File: src/rtl/gpio_bus_arbiter.sv
// Two-master arbiter onto the GPIO data/direction registers; req->ack is 2 cycles, one grant every 3 cycles.
// Backpressure: masters hold req until their ack; requests seen outside IDLE simply wait.
module gpio_bus_arbiter #(
  parameter int unsigned FIXED_PRIO = 0,
  parameter logic [31:0] BASE_ADDR  = 32'hFFFF0010
) (
  input  logic        clk,
  input  logic        rst,
  input  logic        m0_req,
  input  logic [31:0] m0_addr,
  input  logic [31:0] m0_wdata,
  input  logic        m0_we,
  output logic        m0_ack,
  output logic        m0_err,
  output logic [31:0] m0_rdata,
  input  logic        m1_req,
  input  logic [31:0] m1_addr,
  input  logic [31:0] m1_wdata,
  input  logic        m1_we,
  output logic        m1_ack,
  output logic        m1_err,
  output logic [31:0] m1_rdata,
  output logic [31:0] address,
  output logic [31:0] write_data,
  output logic        write_enable,
  input  logic [31:0] read_data
);

  typedef enum logic [1:0] {
    IDLE   = 2'd0,
    ACCESS = 2'd1,
    RESP   = 2'd2
  } state_e;

  state_e      state_q, state_d;
  logic [31:0] addr_q, wdata_q, rdata_q;
  logic        we_q, gnt_q, last_grant_q;
  logic        any_req, win, valid;

  assign any_req = m0_req | m1_req;
  assign valid   = (addr_q == BASE_ADDR) || (addr_q == (BASE_ADDR + 32'd4));

  always_comb begin
    win = 1'b0;
    if (FIXED_PRIO != 0) begin
      win = ~m0_req;
    end else if (m0_req && m1_req) begin
      // last_grant resets to 1 so m0 takes the first tie
      win = ~last_grant_q;
    end else begin
      win = ~m0_req;
    end
  end

  always_ff @(posedge clk or negedge rst) begin
    if (!rst) begin
      state_q <= IDLE;
    end else begin
      state_q <= state_d;
    end
  end

  always_comb begin
    state_d = IDLE;
    case (state_q)
      IDLE:    state_d = any_req ? ACCESS : IDLE;
      ACCESS:  state_d = RESP;
      RESP:    state_d = IDLE;
      default: state_d = IDLE;
    endcase
  end

  always_ff @(posedge clk or negedge rst) begin
    if (!rst) begin
      addr_q       <= 32'h0;
      wdata_q      <= 32'h0;
      we_q         <= 1'b0;
      gnt_q        <= 1'b0;
      last_grant_q <= 1'b1;
      rdata_q      <= 32'h0;
    end else begin
      if (state_q == IDLE && any_req) begin
        addr_q       <= win ? m1_addr  : m0_addr;
        wdata_q      <= win ? m1_wdata : m0_wdata;
        we_q         <= win ? m1_we    : m0_we;
        gnt_q        <= win;
        last_grant_q <= win;
      end
      if (state_q == ACCESS) begin
        rdata_q <= valid ? read_data : 32'h0;
      end
    end
  end

  always_comb begin
    address      = 32'h0;
    write_data   = 32'h0;
    write_enable = 1'b0;
    m0_ack       = 1'b0;
    m0_err       = 1'b0;
    m1_ack       = 1'b0;
    m1_err       = 1'b0;
    if (state_q == ACCESS) begin
      address      = addr_q;
      write_data   = wdata_q;
      write_enable = we_q & valid;
    end
    if (state_q == RESP) begin
      m0_ack = ~gnt_q;
      m0_err = ~gnt_q & ~valid;
      m1_ack = gnt_q;
      m1_err = gnt_q & ~valid;
    end
  end

  assign m0_rdata = rdata_q;
  assign m1_rdata = rdata_q;

endmodule

File: config.mk
export PLATFORM = sky130hd
export DESIGN_NAME = gpio_bus_arbiter
export DESIGN_NICKNAME = d
export VERILOG_FILES = /design/src/rtl/gpio_bus_arbiter.sv
export SDC_FILE = /design/constraint.sdc
export NUM_CORES = 1
export LEC_CHECK = 0
export CAP_MARGIN = 20
export CORE_ASPECT_RATIO = 0.9
export CORE_MARGIN = 2
export CORE_UTILIZATION = 41
export CTS_CLUSTER_DIAMETER = 150
export CTS_CLUSTER_SIZE = 10
export DETAILED_ROUTE_END_ITERATION = 12
export PLACE_DENSITY = 0.87
export SETUP_SLACK_MARGIN = 0.05
export SYNTH_ARGS = -nofsm -noshare
export SYNTH_HDL_FRONTEND = slang
export SYNTH_SLANG_ARGS = --single-unit
File: constraint.sdc
create_clock -name clk -period 2.7 [get_ports clk]
set_clock_uncertainty 0.05 [all_clocks]
set_input_delay 0.675 -clock clk [delete_from_list [all_inputs] [get_ports clk]]
set_output_delay 0.675 -clock clk [all_outputs]
set_load 0.1 [all_outputs]
==> metrics.csv, run 1 <==
metric,value,unit
synth_fp_nets,821,
power_density,1230,mW/mm²
total_leakage_power,0.00385,µW
crit_chain,nand4_1 > or4_4 > nor3_4 > buf_12,
gp_congestion,0.809,
instances_no_fill,1080,
dr.pass1.iters,6,
cts_buffer_depth,2,
fmax,379,MHz
syn_area_per_cell,8.96,µm²
path_class,reg2out,
endpoint_kind,primary output,
yosysWarnings,0,
vias_per_cell,5.54,
cts.reportedPaths.clkPinSlew,0.07,ns
final-setup-viol-count,0,
drv_cap,0,
fin_nets,1047,
synthCells,655,
slew_headroom,61.5,%
reg2reg_depth,4,
antenna_left,0,
hpwl,14400,µm
tightestPinTransition,0.578,ns
critPathLaunchType,flop,
synth_top_area_cell,dfrtp_1,
cts.sink_count,101,
placedCellCount,1063,
layout_min_cycle_time,2.64,ns
cts_max_level,3,
power.total,11900,µW
start_util,41.9,%
crit_fanout,3,
grt_max_degree,86,
yosys.cell_types.count,31,
status,finished clean,
area_delta_synth_final,63.7,%
cts_root_buf,clkbuf_16,
synth-seq-cells,101,
drcViolationCount,0,
io_buffers,298,
cts_tree,done,
std_cell_rows,41,
report.final.hold_viol_count,0,
synth.area.top_cells,"dfrtp_1 (43%), nand3b_1 (8.3%), a31oi_1 (6.9%)",
drive_above_1_share,24.2,%
die_height,117,µm
die_area,0.0153,mm²
wl_per_cell,18.3,µm
cpPeakStageDelay,0.60,ns
cp.required,1.98,ns
grtUsageTotal,25.8,%
die_x,130,µm
tns,0,ns
rsz0062_at_grt,true,
place_ws,0.289,ns
slew_viol_final,0,
cts_buffers,9,
grt_first_pass_wirelength,31000,µm
grt_pass1_vias,5968,
arrival,1.92,ns
grt-ovfl-total,0,
irDropWorstVdd,0.000621,V
clock_latency,0.35,ns
core_area,0.0140,mm²
syn_area,0.00587,mm²
setup_ws,0.0590,ns
slowest_stage,or4_4,
synth_top_area_share,42.7,%
seq_area_frac_synth,43.1,%
antenna_found_initial,1,
holdCritPathClass,in2async,
io_pins,299,
period_share,97.8,%
dr_total_vias,5979,
drt_iter0_drc,380,
drt_wl_total,19800,µm
-- layout make-up --
type                       instances  area (µm²)
fill                            1095        4400
timing repair buffer             319        3710
multi-input combinational        448        2820
sequential                       101        2530
clock buffer                      13         250
tap                              193         241
clock inverter                     3        45.0
inverter                           2        7.51
antenna                            1        2.50
-- stage by stage --
step	area [µm²]	util, %	hold slack [ns]
detailed placement	9290	66.3	0.447
global placement	9290	66.3	0.443
CTS	9600	68.5	0.127
floorplan	5910	-	0.329
global route	9600	68.6	0.141
finish	9600	68.6	0.132
-- power by group --
part | switching [µW] | internal, µW
clock | 562 | 745
sequential | 369 | 2050
combinational | 5290 | 2830
total | 6220 | 5630
-- worst paths after layout --
kind | start | endpoint | slack, ns
worst max-delay path | addr_q[24] | write_enable | 0.06
worst min-delay path | rst | wdata_q[13] | 0.13
worst max register to register | addr_q[24] | m0_rdata[13] | 0.76
worst min register to register | m0_rdata[17] | m0_rdata[17] | 0.46
max in group asynchronous | rst | wdata_q[26] | 1.78
min in group clk | m0_rdata[17] | m0_rdata[17] | 0.46
-- cells in the mapped netlist, drive strengths merged --
cell and instances:
and4 1, a21boi 2, nand2b 1, nor3 1, dfstp 1, nand3b 65, and2 65, o21ai 65
clkinv 1, a21oi 69, and3b 1, nor4 4, buf 52, a31oi 65, nor2b 1, inv 1
nand2 65, nor3b 2, or2 1, nor2 2, clkbuf 52, o31ai 32, nand4 5, or4 1
dfrtp 100
-- cells in the final DEF (no fill, tap or decap), drive strengths merged, types with 2 or more instances in the layout --
cell type and instances:
a21boi 2, a21oi 69, a31oi 65, and2 65, buf 156, clkbuf 13, clkdlybuf4s50 163, clkinvlp 2
dfrtp 100, inv 2, nand2 65, nand3b 65, nand4 5, nor2 2, nor3b 2, nor4 4
o21ai 65, o31ai 32
-- cells by family (layout without fill, tap and decap cells) --
group | after synthesis | count (layout) | share of synthesized area (%)
AO/OA/AOI/OAI | 233 | 233 | 25.2
buffers and inverters | 106 | 337 | 10.1
flip-flops | 101 | 101 | 43.1
other | 0 | 1 | 0
AND/OR/NAND/NOR | 215 | 215 | 21.6
-- routing by layer --
metal	vias up	track usage, %	part of all wire [%]
met1	2860	29.3	36
met4	0	12.1	4.3
met3	56	9.23	10
met2	310	43.1	50
met5	-	0	0
li1	2753	-	-
-- registers in the layout (all words and copies together), names as in the netlist --
register,count
state_q,2
addr_q,32
wdata_q,32
we_q,1
m0_rdata,32
gnt_q,1
last_grant_q,1
-- critical path, delay by kind of cell, from the launching register on --
family | cells | cell delay (ns)
DFF | 1 | 0.36
and+or+nand+nor | 3 | 1.01
buffers and inverters | 1 | 0.20
-- what timing repair did --
action / in CTS / in global routing
gates resized for setup: 3 / 2
buffers inserted: 0 / 0
hold buffers: 0 / 0
setup endpoints to repair: 3 / 3
Note: power is estimated with default switching activity, not from simulation.
==> inputs of run 2 (changes only) <==
SLEW_MARGIN = 20   (was not set)
clock period = 2.6 ns   (was 2.7 ns; I/O delays follow)
==> metrics.csv, run 2 (synthesis results as in run 1) <==
metric,value,unit,change
status,finished clean,,unchanged
start_util,41.9,%,unchanged
report.final.hold_viol_count,0,,unchanged
arrival,1.87,ns,was 1.92 ns
dpl_cell_area,0.00932,mm²,was 0.00929 mm²
final_cell_mix,"clkdlybuf4s50_1 (163), dfrtp_1 (100), buf_4 (84), buf_12 (72), a21oi_1 (69)",,"was clkdlybuf4s50_1 (163), dfrtp_1 (100), buf_4 (82), buf_12 (72), a21oi_1 (69)"
cts_root_buf,clkbuf_16,,unchanged
reg2reg_depth,5,,was 4
cts_tree,done,,unchanged
irDropWorstVdd,0.000892,V,was 0.000621 V
p_int,5900,µW,was 5630 µW
path_class,reg2out,,unchanged
dr_total_vias,6004,,"was 5,979"
die_height,117,µm,unchanged
grt_pass1_vias,5713,,"was 5,968"
nFillCells,1065,,"was 1,095"
rsz0062_at_grt,true,,unchanged
die_area,0.0153,mm²,unchanged
grt-ovfl-total,0,,unchanged
slew_headroom,51.2,%,was 61.5%
antenna_found_initial,2,,was 1
dr.pass1.iters,7,,was 6
combPwrFrac,68.6,%,was 68.5%
cts_buffer_depth,2,,unchanged
layout_min_cycle_time,2.57,ns,
reg2reg_to,m0_rdata[18],,was m0_rdata[13]
die_x,130,µm,unchanged
slew_viol_final,0,,unchanged
cts.reportedPaths.clkPinSlew,0.07,ns,about the same
cp.required,1.90,ns,was 1.98 ns
placedCellCount,1064,,"was 1,063"
p_clk_share,11.1,%,was 11.0%
wl_per_cell,18.5,µm,was 18.3 µm
hpwl,14400,µm,about the same
drive_above_1_share,27.1,%,was 24.2%
cts_buffers,9,,unchanged
route.met2.wl,10000,µm,was 9920 µm
cts.sink_count,101,,unchanged
drt_iter0_drc,338,,was 380
holdCritPathClass,in2async,,unchanged
io_pins,299,,unchanged
std_cell_rows,41,,unchanged
met3_length,1770,µm,was 1970 µm
critPathLaunchType,flop,,unchanged
top_layer,met4,,unchanged
m1WireLength,7560,µm,was 7070 µm
power_density,1280,mW/mm²,was 1230 mW/mm²
reg2reg_from,addr_q[19],,was addr_q[24]
instances_no_fill,1083,,"was 1,080"
period_share,99.0,%,
cts_hold_buf,0,,unchanged
fmax,389,MHz,
grt_first_pass_wirelength,30700,µm,"was 31,000 µm"
cts_max_level,3,,unchanged
io_buffers,298,,unchanged
antenna_left,0,,unchanged
drt_wl_total,20000,µm,"was 19,800 µm"
fin_nets,1050,,"was 1,047"
crit_fanout,3,,unchanged
area_delta_synth_final,65.0,%,was 63.7%
design_area,0.00968,mm²,was 0.00960 mm²
final-setup-viol-count,0,,unchanged
netSwitchingFraction,52.5,%,about the same
grtUsageTotal,25.6,%,was 25.8%
tightestPinTransition,0.733,ns,was 0.578 ns
cp-startpoint,addr_q[19],,was addr_q[24]
total_leakage_power,0.00389,µW,was 0.00385 µW
layout_commonest_cell,clkdlybuf4s50_1,,unchanged
grt_max_degree,79,,was 86
drcViolationCount,0,,unchanged
reg2reg_slack,0.62,ns,was 0.76 ns
netSwitchingPower,6510,µW,was 6220 µW
vias_per_cell,5.54,,about the same
clock_latency,0.34,ns,was 0.35 ns
gp_congestion,0.849,,was 0.809
seq_power_share,20.3,%,was 20.4%
endpoint_kind,primary output,,unchanged
core_area,0.0140,mm²,unchanged
place_ws,0.209,ns,was 0.289 ns
setup_ws,0.0266,ns,was 0.0590 ns
drv_cap,0,,unchanged
tns,0,ns,unchanged
run 2: cell count changes in the layout (fill, tap and decap cells not counted), sizes merged:
cell,change
clkbuf,-3
clkinv,+3
buf,+3
clkinvlp,-1
diode,+1
run 2: through the flow:
stage	hold WS, ns	power, µW	utilization, %
after global routing	0.142	12900	69.1
after global placement	0.440	10900	66.6
after CTS	0.136	12400	68.8
after detailed placement	0.449	11000	66.6
final	0.136	12400	69.1
after floorplan	0.304	7850	-
run 2: power groups by stage:
stage          Combinational (µW)  Sequential, µW  Clock, µW
2_1_floorplan                5460            2380          0
3_3_place_gp                 8410            2470          0
3_5_place_dp                 8510            2520          0
4_1_cts                      8530            2510       1410
5_1_grt                      8880            2590       1460
6_report                     8510            2520       1380
run 2: worst max-delay path by stage:
stage                              end  slack (ns)  cells past startpoint
after floorplan           write_enable       -0.17                      5
after global placement    write_enable        0.25                      4
after detailed placement  write_enable        0.21                      4
after CTS                 write_enable       -0.01                      5
after global routing      write_enable       -0.08                      4
final                           m0_err        0.03                      5
run 2: per-layer routing:
| layer | up-vias | GRT usage (%) |
|---|---|---|
| li1 | 2769 | - |
| met1 | 2892 | 29.9 |
| met2 | 302 | 44.2 |
| met3 | 41 | 7.95 |
| met4 | 0 | 8.67 |
| met5 | - | 0 |
run 2: layout make-up:
type	count	area, µm²	area share, %
timing repair buffer	322	3730	38.5
multi-input combinational	448	2870	29.6
sequential	101	2530	26.1
tap	193	241	2.49
clock buffer	10	239	2.47
clock inverter	5	60.1	0.620
inverter	2	12.5	0.129
antenna	2	5.00	0.0517
run 2: worst max-delay path, stage by stage, from the launching register on:
cell and delay (ns):
dfrtp_1 0.39, nand4_1 0.14, nor4_1 0.53, buf_4 0.24, a21boi_4 0.06, buf_12 0.17
run 2: repair_timing:
item                       in CTS  in global routing
pin swaps                       0                  5
buffers inserted                0                  2
setup endpoints to repair      33                 23
resized for setup               6                  4
